<file path="src/rtl/debounce_pkg.sv">
// rtl/debounce_pkg.sv - shared state encoding for the debounce/edge-detect stage
package debounce_pkg;

  typedef enum logic [1:0] {
    STABLE_LO = 2'd0,
    CHK_HI    = 2'd1,
    STABLE_HI = 2'd2,
    CHK_LO    = 2'd3
  } debounce_state_t;

  function automatic debounce_state_t stable_state(input logic lvl);
    return lvl ? STABLE_HI : STABLE_LO;
  endfunction

endpackage

</file>
<file path="src/rtl/debounce_edge.sv">
// rtl/debounce_edge.sv - debounced level with registered rise/fall pulses
module debounce_edge
  import debounce_pkg::*;
#(
  parameter int unsigned DEBOUNCE_CYCLES = 4,
  parameter logic        INIT_LEVEL      = 1'b0
) (
  input  logic clk,
  input  logic rst_n,
  input  logic din,
  input  logic tick,
  output logic level,
  output logic rise,
  output logic fall
);

  localparam int unsigned CNT_W = $clog2(DEBOUNCE_CYCLES);
  localparam logic [CNT_W-1:0] CNT_LAST = CNT_W'(DEBOUNCE_CYCLES - 1);

  generate
    if (DEBOUNCE_CYCLES < 2 || DEBOUNCE_CYCLES > (1 << 20)) begin : g_bad_cycles
      $error("debounce_edge: DEBOUNCE_CYCLES must be in 2..2^20");
    end
  endgenerate

  debounce_state_t  state_q, state_d;
  logic [CNT_W-1:0] cnt_q, cnt_d;
  logic             level_q, level_d;
  logic             rise_q, rise_d;
  logic             fall_q, fall_d;

  // Pulses default low every clk so they last one cycle even when tick stays low.
  always_comb begin
    state_d = state_q;
    cnt_d   = cnt_q;
    level_d = level_q;
    rise_d  = 1'b0;
    fall_d  = 1'b0;
    if (tick) begin
      case (state_q)
        STABLE_LO: begin
          if (din) begin
            state_d = CHK_HI;
            cnt_d   = CNT_W'(1);
          end
        end
        CHK_HI: begin
          if (!din) begin
            state_d = STABLE_LO;
            cnt_d   = '0;
          end else if (cnt_q == CNT_LAST) begin
            state_d = STABLE_HI;
            cnt_d   = '0;
            level_d = 1'b1;
            rise_d  = 1'b1;
          end else begin
            cnt_d = cnt_q + CNT_W'(1);
          end
        end
        STABLE_HI: begin
          if (!din) begin
            state_d = CHK_LO;
            cnt_d   = CNT_W'(1);
          end
        end
        CHK_LO: begin
          if (din) begin
            state_d = STABLE_HI;
            cnt_d   = '0;
          end else if (cnt_q == CNT_LAST) begin
            state_d = STABLE_LO;
            cnt_d   = '0;
            level_d = 1'b0;
            fall_d  = 1'b1;
          end else begin
            cnt_d = cnt_q + CNT_W'(1);
          end
        end
        default: begin
          state_d = stable_state(level_q);
          cnt_d   = '0;
        end
      endcase
    end
  end

  always_ff @(posedge clk or negedge rst_n) begin
    if (!rst_n) begin
      state_q <= stable_state(INIT_LEVEL);
      cnt_q   <= '0;
      level_q <= INIT_LEVEL;
      rise_q  <= 1'b0;
      fall_q  <= 1'b0;
    end else begin
      state_q <= state_d;
      cnt_q   <= cnt_d;
      level_q <= level_d;
      rise_q  <= rise_d;
      fall_q  <= fall_d;
    end
  end

  assign level = level_q;
  assign rise  = rise_q;
  assign fall  = fall_q;

endmodule
</file>
<file path="config.mk">
export PLATFORM = sky130hd
export DESIGN_NAME = debounce_edge
export DESIGN_NICKNAME = d
export VERILOG_FILES = /design/src/rtl/debounce_pkg.sv /design/src/rtl/debounce_edge.sv
export SDC_FILE = /design/constraint.sdc
export NUM_CORES = 1
export LEC_CHECK = 0
export BUFFER_PORTS_ARGS = -buffer_cell sky130_fd_sc_hd__buf_4
export CAP_MARGIN = 10
export CORE_AREA = 4 4 41 43
export CTS_CLUSTER_SIZE = 20
export DETAILED_ROUTE_END_ITERATION = 12
export DIE_AREA = 0 0 45 47
export GPL_TIMING_DRIVEN = 0
export PLACE_DENSITY = 0.48
export SYNTH_ARGS = -nofsm -noshare
export SYNTH_HDL_FRONTEND = slang
export SYNTH_SLANG_ARGS = --single-unit
</file>
<file path="constraint.sdc">
create_clock -name clk -period 2.9 [get_ports clk]
set_input_delay 0.58 -clock clk [delete_from_list [all_inputs] [get_ports clk]]
set_output_delay 0.58 -clock clk [all_outputs]
set_load 0.02 [all_outputs]
</file>
======== Yosys cells after proc, flatten, opt, wreduce, memory -nomap -nowiden ========
Cells that the tools add are included.
operators by class
  add/subtract/negate cells ............... 1
  equality and inequality tests ........... 12
  muxes and demuxes ....................... 24
  reduce and logical (&&, ||, !) cells .... 5
operators by type and width
  kind                 count
  $mux 2               10
  $pmux 2 s4           2
  $ne 2x2->1 const B   6
  $mux 1               11
  $eq 2x2->1 const B   3
  $ne 3x3->1 const B   2
  $reduce_and 6->1     1
  $reduce_and 5->1     1
  $reduce_and 3->1     1
  $add 2x1->2 const B  1
  $eq 2x1->1 const B   1
  $logic_not 2->1      1
  $pmux 1 s2           1
  $reduce_bool 2->1    1
word-level totals
  bits in registers ....................... 7
  input bits .............................. 4
  output and inout bits ................... 3

======== Logic depth before layout (Yosys ltp) ========
Gate-level depths: netlist (run 1).
  depth after elaboration ................. 5
  depth in mapped cells ................... 4
  gate-level depth less buffers ........... 4

======== Worst setup path after synthesis (run 1) ========
No wires, ideal clock.
  path type ............................... input to register
  start point ............................. input tick
  end point ............................... register level_q (netlist: level)
  arrival time ............................ 1.145 ns
  data required time ...................... 2.779 ns
  setup slack ............................. 1.634 ns
  cell stages on the path ................. 4
  path buffers ............................ 1
  cells stage by stage .................... buf_2 -> nand3_1 -> o21bai_1 -> a22o_1
on the way
  cells in the longest elaborated chain, start to end .. 1
ends and longest elaborated chain
  item                        line                 RTL
  from (decl)                 debounce_edge.sv:11  input logic tick,
  $reduce_and 6->1 (no line)  --
  to (signal assigned)        debounce_edge.sv:97  level_q <= level_d;
  to (decl)                   debounce_edge.sv:28  logic level_q, level_d;
No other way between the ends.
A chain may end at the register's enable or synchronous reset.

======== Final worst setup path (run 1) ========
  start point ............................. register level_q (netlist: level)
  end point ............................... output level
RTL lines
  item       line                 RTL
  to (decl)  debounce_edge.sv:12  output logic level,
No word-level cell between the ends.

==> results.ini, run 1 <==
[status]
run_status = completed

[place]
port_buffers = 5
routabilityCongestion = 0.719
place_hpwl_um = 467
preCtsSetupSlack_ps = 1470

[sta]
tightest_slew_ps = 229
tns_ps = 0
finalCriticalPeriod_ps = 1380
skew_ps = 1.56
layout_setup_ws_ps = 1520
maxSlewHeadroom = 0.847
finalHoldViolations = 0
setup_viol = 0
finalMaxSlewViolations = 0
rsz0062_at_grt = false
fin_crit_sh = 0.474
max_freq_ghz = 0.727

[logic_synthesis]
synth_warnings = 0
synth.avg_cell_area_um2 = 10.4
netlist_area_um2 = 353
ys_seq_area_frac = 0.496
synth_nets = 40
syn-instance-count = 34
synth.distinct_cells = 19
ys_ff_latch = 7

[clock_network]
numCtsBuffers = 3
hold_buffers = 0
clk_latency_ps = 250
cts_resized = 0
htree_levels = 1
clock-sinks = 7
cts_root_buffer = clkbuf_4
post_cts_buffers = 0
clkTransAtPathRegs_ps = 50
clockBufferDepth = 2
tritoncts = yes

[min_path]
hp-class = primary input to async pin

[cells_and_area]
final_cell_mix = dfrtp_1, buf_4, a21oi_1
multi_input_area_um2 = 159
nFillCells = 140
diodes = 0
nets = 50
drive_above_1_share = 0.326
final_common_cell = dfrtp_1
area_growth_pct = 23.4
ff_latch_area_um2 = 175

[die]
die_h_um = 47
num_io_pins = 7
start_util = 0.271
row_count = 13
die_w_um = 45
core_um2 = 1300
dieArea_um2 = 2120

[critical_path]
cp-start-kind = flop
cp_top_family = flip-flops
path_buf_inv = 1
crit_path_cell_trace = buf_4
crit_arrival_ps = 800
crit_path_start = level
r2r_slack_ps = 1670
r2r-end = cnt_q[1]
reg2reg_depth = 4
cp.required_ps = 2320
crit_fanout = 3
cpPeakStageDelay_ps = 380
path_class = flop to output pin
slowest_stage = dfrtp_1
cp-end-kind = output pin

[job]
drv_cap = 0

[routing]
avgViaCountPerCell = 4.86
drt_iter0_drc = 6
totalWireLength_um = 687
drc = 0
drt_first_pass_iters = 4
vias = 282
antenna_left = 0
avgRoutedWirePerCell_um = 11.8

[power]
p_per_area_nw_per_um2 = 689
leakage_nw = 0.201
peakVddDrop_mv = 0.357

[global_route]
grt_use_total = 0.0819
grt_max_degree = 10
grt_overflow = 0
grt_antenna_before_repair = 0
grt_pass1_vias = 265
grt_pass1_wl_um = 1190

[kinds of logic after synthesis]
family,share of synthesized area
AOI/OAI and AO/OA,0.202
adders and majority gates,0.0709
buffers and inverters,0.0532
DFF,0.496
and+or+nand+nor,0.152
xor gates and xnor gates,0.0248
[cell type report]
class	instances	share of cell area
inverters	1	0.00862
flip-flops and latches	7	0.402
repair buffers	5	0.0862
plain buffers	3	0.0345
multi-input cells	23	0.365
clock buffers	4	0.0603
well taps	15	0.0431
[per-layer routing]
metal | share of wire | global-route usage | wire length (µm)
met4 | 0 | 0.0175 | 0
met3 | 0.095 | 0.0690 | 65
met2 | 0.47 | 0.107 | 322
met5 | 0 | 0 | 0
met1 | 0.44 | 0.102 | 299
[power breakdown]
group          internal (mW)  leakage [nW]  switching [mW]
clock                 0.0526        0.0150          0.0371
combinational         0.0373        0.0997          0.0437
sequential             0.116        0.0864          0.0132
[metrics by stage]
stage / cells / total power [mW] / util / hold WS (ps) / instance area, µm²
CTS: 58 / 0.306 / 0.335 / 124 / 435
detailed placement: 54 / 0.211 / 0.314 / 400 / 409
global placement: 54 / 0.208 / 0.314 / 398 / 409
floorplan: 34 / 0.190 / - / 284 / 353
finish: 58 / 0.300 / 0.335 / 129 / 435
global route: 58 / 0.328 / 0.335 / 115 / 435
[worst max path at each step]
stage                     endpoint  slack (ps)  depth (start not counted)
after global routing         level        1470                          1
after global placement    cnt_q[1]        1470                          4
after detailed placement  cnt_q[1]        1470                          4
after CTS                    level        1500                          1
final                        level        1520                          1
after floorplan              level        1630                          4
[cell usage after synthesis]
cell type  n  share of area
o21bai_1   1          0.021
nor3b_2    1          0.035
dfrtp_1    7           0.50
buf_2      3          0.043
o21ai_0    1          0.014
nor2_1     1          0.011
or2_2      1          0.018
a211o_1    1          0.025
a31oi_1    2          0.035
a21oi_1    4          0.057
a22o_1     2          0.050
inv_2      1          0.011
nand2_1    1          0.011
and3_1     1          0.018
nand4_1    1          0.018
nand3_1    2          0.028
ha_1       2          0.071
nor3_1     1          0.014
xor2_1     1          0.025
Note: power is estimated with default switching activity, not from simulation.
==> inputs of run 2 (changes only) <==
- PLACE_DENSITY: 0.48 -> 0.5
- clock period: 2.9 -> 1.1 ns (I/O delays scaled with it)
==> results.ini, run 2 (synthesized netlist as in run 1, its figures left out) <==
[die]
row_count = 13
dieArea_um2 = 2120
die_h_um = 47
core_um2 = 1300
die_w_um = 45
start_util = 0.271
num_io_pins = 7

[critical_path]
cp_top_family = flip-flops
r2r_slack_ps = -10
cp.required_ps = 1270
reg2reg_depth = 3
cpPeakStageDelay_ps = 440
crit_arrival_ps = 1280
path_class = flop to flop
crit_fanout = 3
cp-end-kind = flop
r2r-end = cnt_q[0]
slowest_stage = dfrtp_2
path_buf_inv = 0
timing.rr.start = cnt_q[0]
cp-start-kind = flop
crit_path_cell_trace = ha_4 -> or2_4 -> a31oi_1

[routing]
wl_met2_um = 376
drt_first_pass_iters = 1
avgRoutedWirePerCell_um = 13.2
wl_met1_um = 353
totalWireLength_um = 819
wl_met3_um = 71
antenna_left = 0
maxUsedRoutingLayer = met4
drt_iter0_drc = 0
vias = 301
drc = 0
avgViaCountPerCell = 4.85

[sta]
hold_ws_ps = 191
maxSlewHeadroom = 0.874
skew_ps = 5.82
finalMaxSlewViolations = 0
fin_crit_sh = 1.01
setup_viol = 3
tightest_slew_ps = 189
finalHoldViolations = 0
layout_setup_ws_ps = -11.6
max_freq_ghz = 0.900
tns_ps = -29.4
finalCriticalPeriod_ps = 1110
rsz0062_at_grt = true

[clock_network]
clkTransAtPathRegs_ps = 50
clockBufferDepth = 2
cts_root_buffer = clkbuf_4
numCtsBuffers = 3
clock-sinks = 7
clk_latency_ps = 260
tritoncts = yes
htree_levels = 1

[min_path]
hp-start = din
min_delay_worst_endpoint = fall
whs_path_depth = 2
hp-class = primary input to flop

[power]
p_per_area_nw_per_um2 = 1870
total_power_mw = 0.978
leakage_nw = 0.219
peakVddDrop_mv = 0.948

[cells_and_area]
multi_input_area_um2 = 210
nFillCells = 136
finalInstanceArea_um2 = 524
final_cell_mix = buf_4, dfrtp_1, a21oi_1, clkbuf_4
drive_above_1_share = 0.511
fin_util = 0.403
diodes = 0
final_common_cell = buf_4
ff_latch_area_um2 = 178
final_cells = 62
area_growth_pct = 48.6
nets = 54

[place]
place_hpwl_um = 483
preCtsSetupSlack_ps = -71.1
routabilityCongestion = 0.819
dpl_cell_area_um2 = 423
placed_cells = 54
port_buffers = 5

[global_route]
grt_use_total = 0.0925
grt_pass1_wl_um = 1280
grt_antenna_before_repair = 0
grt_pass1_vias = 296
grt_max_degree = 10
grt_overflow = 0

[status]
run_status = finished with violations
violations = negative setup slack

[job]
drv_cap = 0

## run 2: repair_timing
item | in CTS | in global routing
hold buffers | 1 | 0
pin swaps | 7 | 4
gates resized for setup | 3 | 6
setup buffers | 4 | 0
hold endpoints to repair | 7 | 0
setup endpoints to repair | 4 | 5
## run 2: worst max path at each step
| stage | start | to | slack (ps) | cells past startpoint |
|---|---|---|---|---|
| after detailed placement | flop | cnt_q[1] | -70 | 4 |
| after global routing | cnt_q[0] | state_q[0] | -40 | 3 |
| after floorplan | flop | cnt_q[1] | -30 | 4 |
| final | cnt_q[0] | cnt_q[0] | -10 | 3 |
| after CTS | cnt_q[1] | cnt_q[0] | -10 | 3 |
| after global placement | flop | cnt_q[1] | -60 | 4 |
## run 2: area by class of cell
type / instances / share of cell area
multi-input combinational: 23 / 0.401
sequential: 7 / 0.339
tap: 15 / 0.0358
buffer: 2 / 0.0191
inverter: 1 / 0.00716
clock buffer: 4 / 0.0501
timing repair buffer: 10 / 0.148
## run 2: where the power goes
part | leakage, nW | switching, mW | internal, mW | total, mW
clock network | 0.0150 | 0.102 | 0.139 | 0.241
logic | 0.120 | 0.153 | 0.199 | 0.352
registers | 0.0840 | 0.0727 | 0.313 | 0.386
## run 2: routing by layer
layer / GRT usage / vias up
li1: - / 149
met1: 0.0981 / 140
met2: 0.133 / 9
met3: 0.0575 / 3
met4: 0.0702 / 0
met5: 0 / -
